`config.mk`:
```
export PLATFORM = sky130hd
export DESIGN_NAME = pipelined_carry_select_adder_flat
export DESIGN_NICKNAME = d
export VERILOG_FILES = /design/src/rtl/pipelined_carry_select_adder_if.sv /design/src/rtl/pipelined_carry_select_adder.sv /design/src/flat_wrapper.sv
export SDC_FILE = /design/constraint.sdc
export NUM_CORES = 1
export LEC_CHECK = 0
export ABC_AREA = 0
export CELL_PAD_IN_SITES_DETAIL_PLACEMENT = 2
export CELL_PAD_IN_SITES_GLOBAL_PLACEMENT = 2
export CORE_MARGIN = 2
export CORE_UTILIZATION = 40
export DETAILED_ROUTE_END_ITERATION = 8
export PLACE_DENSITY_LB_ADDON = 0.2
export SLEW_MARGIN = 10
export SYNTH_ARGS = -nofsm -noshare
export SYNTH_HDL_FRONTEND = slang
export SYNTH_SLANG_ARGS = --single-unit
```
`constraint.sdc`:
```
create_clock -name clk -period 5.56 [get_ports clk]
set_clock_uncertainty 0.05 [all_clocks]
set_input_delay 0.556 -clock clk [delete_from_list [all_inputs] [get_ports clk]]
set_output_delay 0.556 -clock clk [all_outputs]
set_load 0.005 [all_outputs]
```
`src/rtl/pipelined_carry_select_adder_if.sv`:
```
// Operand/result handshake bundle for the pipelined carry-select adder.
interface pipelined_carry_select_adder_if #(
  parameter int unsigned WIDTH = 16
);
  logic             in_valid;
  logic             in_ready;
  logic [WIDTH-1:0] A;
  logic [WIDTH-1:0] B;
  logic             cin;
  logic             sub;
  logic [WIDTH-1:0] S;
  logic             cout;
  logic             ovf;
  logic             out_valid;
  logic             out_ready;

  modport master (
    output in_valid, A, B, cin, sub, out_ready,
    input  in_ready, S, cout, ovf, out_valid
  );

  modport slave (
    input  in_valid, A, B, cin, sub, out_ready,
    output in_ready, S, cout, ovf, out_valid
  );
endinterface

```
`src/rtl/pipelined_carry_select_adder.sv`:
```
// Pipelined carry-select adder/subtractor: one BLOCK-bit slice per stage,
// each slice precomputes both carry-in cases and picks one with the carry
// registered by the previous stage. Valid/ready flow control with bubble
// collapsing; the last stage registers drive the outputs directly.
module pipelined_carry_select_adder #(
  parameter int unsigned WIDTH = 16,
  parameter int unsigned BLOCK = 4
) (
  input logic                         clk,
  input logic                         rst_n,
  pipelined_carry_select_adder_if.slave bus
);
  localparam int unsigned NBLK = (BLOCK >= 1) ? WIDTH / BLOCK : 1;

  if (BLOCK < 1 || BLOCK > WIDTH || ((BLOCK >= 1) ? (WIDTH % BLOCK) : 0) != 0) begin : g_cfg_err
    $error("pipelined_carry_select_adder: WIDTH must be a multiple of BLOCK, 1 <= BLOCK <= WIDTH");
  end

  logic [NBLK-1:0] vld;
  logic [NBLK-1:0] en;  // stage k register may load this cycle

  // A stage can load when it is empty or its content moves on downstream.
  always_comb begin
    en = '0;
    en[NBLK-1] = !vld[NBLK-1] || bus.out_ready;
    for (int k = int'(NBLK) - 2; k >= 0; k--) begin
      en[k] = !vld[k] || en[k+1];
    end
  end

  for (genvar k = 0; k < NBLK; k++) begin : g_stage
    // Operand bits still to be summed when entering this stage.
    localparam int unsigned IW = WIDTH - k * BLOCK;
    // Result bits completed after this stage.
    localparam int unsigned LW = (k + 1) * BLOCK;

    logic [IW-1:0]    a_in;
    logic [IW-1:0]    b_in;
    logic             c_in;
    logic             v_in;
    logic [BLOCK:0]   s0;
    logic [BLOCK:0]   s1;
    logic [BLOCK-1:0] blk_sum;
    logic             c_out;
    logic [LW-1:0]    sum_nxt;
    logic             vld_q;
    logic             c_q;
    logic [LW-1:0]    sum_q;

    if (k == 0) begin : g_head
      // Subtract is A + ~B + 1, with cin acting as an active-high borrow.
      assign a_in    = bus.A;
      assign b_in    = bus.B ^ {WIDTH{bus.sub}};
      assign c_in    = bus.cin ^ bus.sub;
      assign v_in    = bus.in_valid;
      assign sum_nxt = blk_sum;
    end else begin : g_body
      assign a_in    = g_stage[k-1].g_pass.a_q;
      assign b_in    = g_stage[k-1].g_pass.b_q;
      assign c_in    = g_stage[k-1].c_q;
      assign v_in    = g_stage[k-1].vld_q;
      assign sum_nxt = {blk_sum, g_stage[k-1].sum_q};
    end

    // Both candidate block sums, then select with the incoming carry.
    always_comb begin
      s0      = {1'b0, a_in[BLOCK-1:0]} + {1'b0, b_in[BLOCK-1:0]};
      s1      = {1'b0, a_in[BLOCK-1:0]} + {1'b0, b_in[BLOCK-1:0]} + {{BLOCK{1'b0}}, 1'b1};
      blk_sum = c_in ? s1[BLOCK-1:0] : s0[BLOCK-1:0];
      c_out   = c_in ? s1[BLOCK] : s0[BLOCK];
    end

    // Stage valid, completed low sum bits and outgoing carry.
    always_ff @(posedge clk or negedge rst_n) begin
      if (!rst_n) begin
        vld_q <= 1'b0;
        c_q   <= 1'b0;
        sum_q <= '0;
      end else if (en[k]) begin
        vld_q <= v_in;
        c_q   <= c_out;
        sum_q <= sum_nxt;
      end
    end

    assign vld[k] = vld_q;

    if (k < NBLK - 1) begin : g_pass
      logic [IW-BLOCK-1:0] a_q;
      logic [IW-BLOCK-1:0] b_q;

      // Carry the unsummed upper operand bits forward.
      always_ff @(posedge clk or negedge rst_n) begin
        if (!rst_n) begin
          a_q <= '0;
          b_q <= '0;
        end else if (en[k]) begin
          a_q <= a_in[IW-1:BLOCK];
          b_q <= b_in[IW-1:BLOCK];
        end
      end
    end else begin : g_last
      logic ovf_q;

      // Overflow: effective operand MSBs agree but the result MSB does not.
      always_ff @(posedge clk or negedge rst_n) begin
        if (!rst_n) begin
          ovf_q <= 1'b0;
        end else if (en[k]) begin
          ovf_q <= (a_in[IW-1] == b_in[IW-1]) && (blk_sum[BLOCK-1] != a_in[IW-1]);
        end
      end
    end
  end

  assign bus.in_ready  = en[0];
  assign bus.out_valid = g_stage[NBLK-1].vld_q;
  assign bus.S         = g_stage[NBLK-1].sum_q;
  assign bus.cout      = g_stage[NBLK-1].c_q;
  assign bus.ovf       = g_stage[NBLK-1].g_last.ovf_q;

endmodule

```
`src/flat_wrapper.sv`:
```
// flat-port wrapper written by rule: the top's interface ports become plain ports
module pipelined_carry_select_adder_flat 
#(
  parameter int unsigned WIDTH = 16,
  parameter int unsigned BLOCK = 4
)
  (clk, rst_n, bus_in_valid, bus_A, bus_B, bus_cin, bus_sub, bus_out_ready, bus_in_ready, bus_S, bus_cout, bus_ovf, bus_out_valid);
  pipelined_carry_select_adder_if #(.WIDTH(WIDTH)) bus_i ();
  input logic clk;
  input logic rst_n;
  input wire logic [$bits(bus_i.in_valid)-1:0] bus_in_valid;
  input wire logic [$bits(bus_i.A)-1:0] bus_A;
  input wire logic [$bits(bus_i.B)-1:0] bus_B;
  input wire logic [$bits(bus_i.cin)-1:0] bus_cin;
  input wire logic [$bits(bus_i.sub)-1:0] bus_sub;
  input wire logic [$bits(bus_i.out_ready)-1:0] bus_out_ready;
  output wire logic [$bits(bus_i.in_ready)-1:0] bus_in_ready;
  output wire logic [$bits(bus_i.S)-1:0] bus_S;
  output wire logic [$bits(bus_i.cout)-1:0] bus_cout;
  output wire logic [$bits(bus_i.ovf)-1:0] bus_ovf;
  output wire logic [$bits(bus_i.out_valid)-1:0] bus_out_valid;
  assign bus_i.in_valid = bus_in_valid;
  assign bus_i.A = bus_A;
  assign bus_i.B = bus_B;
  assign bus_i.cin = bus_cin;
  assign bus_i.sub = bus_sub;
  assign bus_i.out_ready = bus_out_ready;
  assign bus_in_ready = bus_i.in_ready;
  assign bus_S = bus_i.S;
  assign bus_cout = bus_i.cout;
  assign bus_ovf = bus_i.ovf;
  assign bus_out_valid = bus_i.out_valid;
  pipelined_carry_select_adder #(.WIDTH(WIDTH), .BLOCK(BLOCK)) u_core (.clk(clk), .rst_n(rst_n), .bus(bus_i));
endmodule
```
==> load_flow_metrics.sql, run 1 <==
INSERT INTO impl_metrics (metric_group, metric, value, unit) VALUES
('setup_path', 'cp_num_buf_inv', '3', ''),
('yosys', 'synthDistinctLibCells', '31', ''),
('cts', 'hold_buffers', '0', ''),
('cts', 'clk_pin_slew_worst_setup_hold_paths', '0.07', 'ns'),
('cts', 'htreeDepth', '3', ''),
('sta', 'drv_slew', '0', ''),
('route', 'post-route-drc-count', '0', ''),
('cts', 'clock_tree_buffer_depth', '2', ''),
('sta', 'hold_slack', '0.0897', 'ns'),
('global_route', 'global_route.overflow_total', '0', ''),
('die', 'start_util', '41.5', '%'),
('global_route', 'antenna_found_initial', '0', ''),
('die', 'core_area', '11000', 'µm²'),
('route', 'detailroute.via_count', '3016', ''),
('layout', 'fillerInstances', '1117', ''),
('layout', 'layout.cells.most_common', 'dfrtp_1', ''),
('place', 'io_buffers', '57', ''),
('yosys', 'syn-mean-instance-area', '11.7', 'µm²'),
('cts', 'cts-buffers-inserted', '9', ''),
('route', 'postRouteAntennaNets', '0', ''),
('sta', 'relSlewSlack', '32.3', '%'),
('global_route', 'grt_util_all_layers', '18.8', '%'),
('yosys', 'syn_area', '4560', 'µm²'),
('power_and_ir_drop', 'max-vdd-ir-drop', '0.175', 'mV'),
('layout', 'final_util', '50.8', '%'),
('sta', 'grt_setup_unrepaired', 'no', ''),
('setup_path', 'worst_r2r_path_depth', '8', ''),
('die', 'ios', '58', ''),
('setup_path', 'worstPathCellList', 'clkdlybuf4s50_1 > xor2_1 > ha_1 > inv_1 > fa_1 > inv_1 > ha_1 > nand2_2 > nor4b_4 > xor2_1 > a21oi_1', ''),
('layout', 'most-common-layout-cells', '97 x dfrtp_1, 56 x clkdlybuf4s50_1, 48 x mux2_2', ''),
('cts', 'tritoncts_num_sinks', '97', ''),
('die', 'die_area', '12300', 'µm²'),
('cts', 'insertion_delay', '0.35', 'ns'),
('layout', 'insertedDiodeCount', '0', ''),
('layout', 'area.sequential', '2430', 'µm²'),
('setup_path', 'timing.critical_path.required', '5.72', 'ns'),
('layout', 'fin_cells', '589', ''),
('setup_path', 'endpoint_of_the_worst_slack_reg_to_reg_timing_path', 'u_core.bus.cout$_DFFE_PN0P_', ''),
('layout', 'drive_gt1_share', '17.1', '%'),
('yosys', 'synth.net_count', '450', ''),
('die', 'fp.dieW', '111', 'µm'),
('sta', 'max_slew.worst_pin.slew', '1.01', 'ns'),
('yosys', 'synth-seq-area-share', '53.3', '%'),
('sta', 'setup_tns', '0', 'ns'),
('cts', 'root_buffer', 'clkbuf_16', ''),
('route', 'routed_wire_length_per_instance', '18.1', 'µm'),
('worst_hold_path', 'hold_path.class', 'input pin to asynchronous set/reset pin', ''),
('run_status', 'run_status', 'finished clean', ''),
('setup_path', 'worst_path_dominant_cell_family', 'buffers and inverters', ''),
('place', 'dp_hpwl', '7.51', 'mm'),
('yosys', 'synth_adder_area_share', '7.25', '%'),
('setup_path', 'worst-setup-path-type', 'input pin to register', ''),
('global_route', 'grt_start_max_net_pins', '68', ''),
('setup_path', 'critPathArrivalTime', '3.56', 'ns'),
('yosys', 'muxShareOfSynthArea', '13.0', '%'),
('cts', 'postCtsSetupBuffers', '0', ''),
('global_route', 'grt_first_pass_wirelength', '18.2', 'mm'),
('sta', 'fmax', '0.294', 'GHz'),
('yosys', 'synth_xor_area_share', '7.91', '%'),
('die', 'placementRows', '38', ''),
('place', 'globalplace.congestion', '0.781', ''),
('power_and_ir_drop', 'power.density_cell_area', '458', 'nW/µm²'),
('sta', 'final.period_utilization', '61.2', '%'),
('setup_path', 'critPathSlowestCell', 'clkdlybuf4s50_1', ''),
('place', 'place_area', '5250', 'µm²'),
('layout', 'multi_input_comb_area', '2020', 'µm²'),
('setup_path', 'reg2reg_setup_slack', '3.11', 'ns'),
('yosys', 'synth-compound-area-share', '5.58', '%'),
('setup_path', 'critPathMaxFanout', '17', ''),
('yosys', 'synth_cells', '388', ''),
('yosys', 'synth_warnings', '0', '');
==> cell usage after synthesis <==
library cell  number  share of area, %
dfrtp_1           97                53
mux2_2            48                12
nand2_1           45               3.7
a21oi_1           37               4.1
nor2_1            31               2.6
xnor2_1           23               4.4
ha_1              20               5.5
xor2_1            15               2.9
buf_2             10               1.1
inv_1              8              0.66
clkbuf_1           5              0.41
nand2b_1           5              0.69
nand4_1            5              0.69
o21ai_0            5              0.55
fa_1               4               1.8
mux2i_1            4              0.88
nand3_1            4              0.44
a21o_1             3              0.49
and3_1             3              0.41
or2_2              3              0.41
nand2_2            2              0.27
nor4b_1            2              0.38
a21oi_2            1              0.19
and4_1             1              0.19
buf_6              1              0.25
mux2_1             1              0.25
nor2b_1            1              0.14
nor3b_1            1              0.16
nor4b_4            1              0.52
o31ai_2            1              0.27
xor2_4             1              0.60
==> cell type report <==
| type | instances | area share [%] |
|---|---|---|
| timing repair buffer | 61 | 10.7 |
| sequential | 97 | 43.5 |
| inverter | 8 | 0.538 |
| clock buffer | 12 | 4.60 |
| multi-input combinational | 267 | 36.2 |
| tap | 140 | 3.14 |
| clock inverter | 4 | 1.35 |
==> registers in the layout, summed over array words and instances (netlist names) <==
register	count
u_core.bus.S	16
u_core.bus.cout	1
u_core.bus.out_valid	1
u_core.bus.ovf	1
u_core.g_stage.c_q	3
u_core.g_stage.g_pass.a_q	24
u_core.g_stage.g_pass.b_q	24
u_core.g_stage.sum_q	24
u_core.g_stage.vld_q	3
==> worst max-delay path by stage <==
| stage | startpoint | to | slack (ns) | cells after the start |
|---|---|---|---|---|
| finish | bus_sub | u_core.g_stage[0].c_q$_DFFE_PN0P_ | 2.16 | 11 |
| global route | bus_sub | u_core.g_stage[0].c_q$_DFFE_PN0P_ | 1.97 | 11 |
| CTS | bus_sub | u_core.g_stage[0].c_q$_DFFE_PN0P_ | 2.10 | 11 |
| detailed placement | bus_sub | u_core.g_stage[0].c_q$_DFFE_PN0P_ | 1.74 | 11 |
| global placement | bus_sub | u_core.g_stage[0].c_q$_DFFE_PN0P_ | 1.95 | 11 |
| floorplan | bus_sub | u_core.g_stage[0].c_q$_DFFE_PN0P_ | 2.84 | 12 |
==> where the power goes <==
part / internal [µW] / switching (µW) / leakage [µW]
clock: 419 / 268 / 0.000155
combinational: 425 / 382 / 0.00115
sequential: 916 / 145 / 0.00112
==> stage by stage <==
| step | setup slack, ns | power [µW] |
|---|---|---|
| final | 2.16 | 2550 |
| after global routing | 1.97 | 2720 |
| after CTS | 2.10 | 2590 |
| after detailed placement | 1.74 | 1880 |
| after global placement | 1.95 | 1790 |
| after floorplan | 2.84 | 1530 |
==> kinds of logic (layout without fill, tap and decap cells) <==
| kind of cell | Yosys count | after routing |
|---|---|---|
| AND/OR/NAND/NOR | 104 | 104 |
| flip-flops | 97 | 97 |
| multiplexers | 53 | 53 |
| AO/OA/AOI/OAI | 47 | 47 |
| XOR/XNOR | 39 | 39 |
| adder cells (fa/ha/maj) | 24 | 24 |
| buffers and inverters | 24 | 85 |
==> metal layers <==
layer / vias to the layer above / wire length (µm) / global-route usage, %
li1: 1418 / - / -
met5: - / 0 / 0
met2: 56 / 5580 / 33.3
met4: 0 / 217 / 8.25
met1: 1530 / 4620 / 23.3
met3: 12 / 252 / 2.08
No activity file was read; power rests on OpenSTA's default activity.
==> run 2: changes to the inputs <==
--- a/config.mk
+++ b/config.mk
@@ -9,7 +9,7 @@
 export CELL_PAD_IN_SITES_DETAIL_PLACEMENT = 2
 export CELL_PAD_IN_SITES_GLOBAL_PLACEMENT = 2
 export CORE_MARGIN = 2
-export CORE_UTILIZATION = 40
+export CORE_UTILIZATION = 37
 export DETAILED_ROUTE_END_ITERATION = 8
 export PLACE_DENSITY_LB_ADDON = 0.2
 export SLEW_MARGIN = 10
==> constraint.sdc (replaced) <==
create_clock -name clk -period 3.2 [get_ports clk]
set_clock_uncertainty 0.05 [all_clocks]
set_input_delay 0.32 -clock clk [delete_from_list [all_inputs] [get_ports clk]]
set_output_delay 0.32 -clock clk [all_outputs]
set_load 0.005 [all_outputs]
==> load_flow_metrics.sql, run 2 (synthesis gave the netlist of run 1 again) <==
INSERT INTO impl_metrics (metric_group, metric, value, unit) VALUES
('run_status', 'run_status', 'finished clean', ''),
('setup_path', 'critical_path_launch_point_type', 'input pin', ''),
('die', 'core_area', '12000', 'µm²'),
('sta', 'final.period_utilization', '77.2', '%'),
('cts', 'htreeDepth', '3', ''),
('setup_path', 'critPathMaxFanout', '4', ''),
('die', 'start_util', '37.9', '%'),
('setup_path', 'worstReg2RegStart', 'u_core.g_stage[0].g_pass.b_q[0]$_DFFE_PN0P_', ''),
('layout', 'drive_gt1_share', '17.8', '%'),
('global_route', 'antenna_found_initial', '0', ''),
('power_and_ir_drop', 'power.density_cell_area', '762', 'nW/µm²'),
('layout', 'largest_registers', 'u_core.g_stage.g_pass.a_q (24), u_core.g_stage.g_pass.b_q (24), u_core.g_stage.sum_q (24)', ''),
('route', 'post_drt_via_cell_ratio', '4.97', ''),
('die', 'fp.dieW', '115', 'µm'),
('cts', 'postCtsSetupBuffers', '0', ''),
('layout', 'fillerInstances', '1210', ''),
('layout', 'syn2layout_area_growth', '23.0', '%'),
('power_and_ir_drop', 'max-vdd-ir-drop', '0.286', 'mV'),
('die', 'die_area', '13200', 'µm²'),
('global_route', 'grt_util_all_layers', '15.9', '%'),
('layout', 'nets', '511', ''),
('route', 'post-route-drc-count', '0', ''),
('die', 'ios', '58', ''),
('layout', 'insertedDiodeCount', '0', ''),
('setup_path', 'critPathSlowestCell', 'clkdlybuf4s50_1', ''),
('route', 'initialDrtViolationCount', '91', ''),
('global_route', 'vias_in_the_first_global_route', '3277', ''),
('setup_path', 'critPathArrivalTime', '2.63', 'ns'),
('layout', 'layout.cells.most_common', 'dfrtp_1', ''),
('power_and_ir_drop', 'power.static_leakage', '0.00245', 'µW'),
('worst_hold_path', 'start_point_of_the_worst_hold_path', 'u_core.bus.S[5]$_DFFE_PN0P_', ''),
('setup_path', 'critPathCaptureType', 'register', ''),
('layout', 'most-common-layout-cells', '97 x dfrtp_1, 56 x clkdlybuf4s50_1, 48 x mux2_2', ''),
('sta', 'max_slew.worst_pin.slew', '0.591', 'ns'),
('route', 'detailroute.via_count', '2988', ''),
('sta', 'layout_min_cycle_time', '2.47', 'ns'),
('cts', 'cts-buffers-inserted', '9', ''),
('sta', 'relSlewSlack', '60.4', '%'),
('place', 'globalplace.congestion', '0.756', ''),
('sta', 'setup_tns', '0', 'ns'),
('sta', 'hold_slack', '0.415', 'ns'),
('layout', 'area.sequential', '2430', 'µm²'),
('setup_path', 'timing.critical_path.from', 'bus_sub', ''),
('die', 'placementRows', '40', ''),
('layout', 'multi_input_comb_area', '2020', 'µm²'),
('place', 'dp_hpwl', '7.11', 'mm'),
('setup_path', 'worst_path_dominant_cell_family', 'adder cells', ''),
('global_route', 'grt_first_pass_wirelength', '16.5', 'mm'),
('cts', 'tritoncts_num_sinks', '97', ''),
('cts', 'clock_tree_buffer_depth', '2', ''),
('place', 'io_buffers', '57', ''),
('cts', 'clk_pin_slew_worst_setup_hold_paths', '0.06', 'ns'),
('cts', 'insertion_delay', '0.34', 'ns'),
('job', 'cap_violations', '0', ''),
('sta', 'drv_slew', '0', ''),
('sta', 'hold_viol_final', '0', ''),
('route', 'routed_wire_length_per_instance', '15.9', 'µm'),
('sta', 'grt_setup_unrepaired', 'no', ''),
('die', 'die_h', '115', 'µm'),
('setup_path', 'worstPathCellList', 'clkdlybuf4s50_1 > xor2_1 > ha_1 > inv_1 > fa_1 > inv_1 > ha_1 > nand2_2 > nor4b_4 > xor2_1 > a21oi_1', ''),
('setup_path', 'timing.critical_path.slowest_cell_delay', '0.57', 'ns'),
('cts', 'root_buffer', 'clkbuf_16', ''),
('setup_path', 'cp_num_buf_inv', '3', ''),
('sta', 'fmax', '0.405', 'GHz'),
('route', 'postRouteAntennaNets', '0', ''),
('worst_hold_path', 'hold_path.class', 'register to register', ''),
('route', 'final_wirelength', '9.58', 'mm'),
('cts', 'tritoncts', 'done', ''),
('global_route', 'global_route.overflow_total', '0', ''),
('sta', 'setup_viol', '0', ''),
('setup_path', 'worst-setup-path-type', 'input pin to register', ''),
('setup_path', 'timing.critical_path.required', '3.36', 'ns'),
('global_route', 'grt_start_max_net_pins', '41', ''),
('route', 'drt_pre_antenna_iters', '4', '');
run 2: cell count changes in the layout (fill, tap and decap cells not counted):
cell	before	now
buf_4	5	9
bufinv_16	2	1
clkinv_2	0	1
clkinv_4	0	1
clkinvlp_4	2	1
dlygate4sd3_1	0	1
run 2: worst min-delay path: stages, from the launching register on:
cell,delay (ns)
dfrtp_1,0.34
nand2_1,0.05
nand2_1,0.05
run 2: timing repair:
| item | in CTS | in global routing |
|---|---|---|
| gates resized for setup | 0 | 0 |
| hold buffers | 1 | 0 |
| endpoints found under the hold margin | 38 | 0 |
run 2: area by class of cell:
type                            instances  area share (%)
Clock buffer                           12            4.58
Clock inverter                          4           0.915
Inverter                                8           0.536
Multi-Input combinational cell        267            36.0
Tap cell                              147            3.28
Sequential cell                        97            43.3
Timing Repair Buffer                   66            11.4
run 2: routing by layer:
| metal | up-vias | part of all wire [%] | global-route usage (%) |
|---|---|---|---|
| li1 | 1437 | - | - |
| met2 | 56 | 47 | 25.6 |
| met1 | 1485 | 49 | 22.0 |
| met3 | 10 | 3.1 | 1.95 |
| met5 | - | 0 | 0 |
| met4 | 0 | 1.4 | 6.51 |
run 2: worst paths after layout:
kind / slack (ns) / endpoint / cells past startpoint
setup reg to reg: 0.93 / u_core.g_stage[1].c_q$_DFFE_PN0P_ / 7
hold reg to reg: 0.42 / u_core.bus.S[5]$_DFFE_PN0P_ / 2
setup / recovery: 0.73 / u_core.g_stage[0].c_q$_DFFE_PN0P_ / 11
max in group asynchronous: 1.87 / u_core.g_stage[0].sum_q[1]$_DFFE_PN0P_ / 3
min in group asynchronous: 0.45 / u_core.g_stage[0].g_pass.a_q[9]$_DFFE_PN0P_ / 2
hold / removal: 0.42 / u_core.bus.S[5]$_DFFE_PN0P_ / 2
run 2: where the power goes:
part | internal [µW] | leakage (µW) | switching (µW)
combinational | 737 | 0.00117 | 608
sequential | 1590 | 0.00112 | 239
clock | 649 | 0.000149 | 450
total | 2980 | 0.00245 | 1300
run 2: metrics by stage:
| stage | std cells | cell area, µm² | total power [µW] | utilization (%) | setup slack [ns] |
|---|---|---|---|---|---|
| floorplan | 388 | 4560 | 2660 | - | 0.718 |
| global placement | 584 | 5290 | 3120 | 44.0 | 0.466 |
| detailed placement | 584 | 5290 | 3220 | 44.0 | 0.320 |
| CTS | 601 | 5610 | 4350 | 46.7 | 0.694 |
| global route | 601 | 5610 | 4590 | 46.7 | 0.541 |
| finish | 601 | 5610 | 4270 | 46.7 | 0.731 |
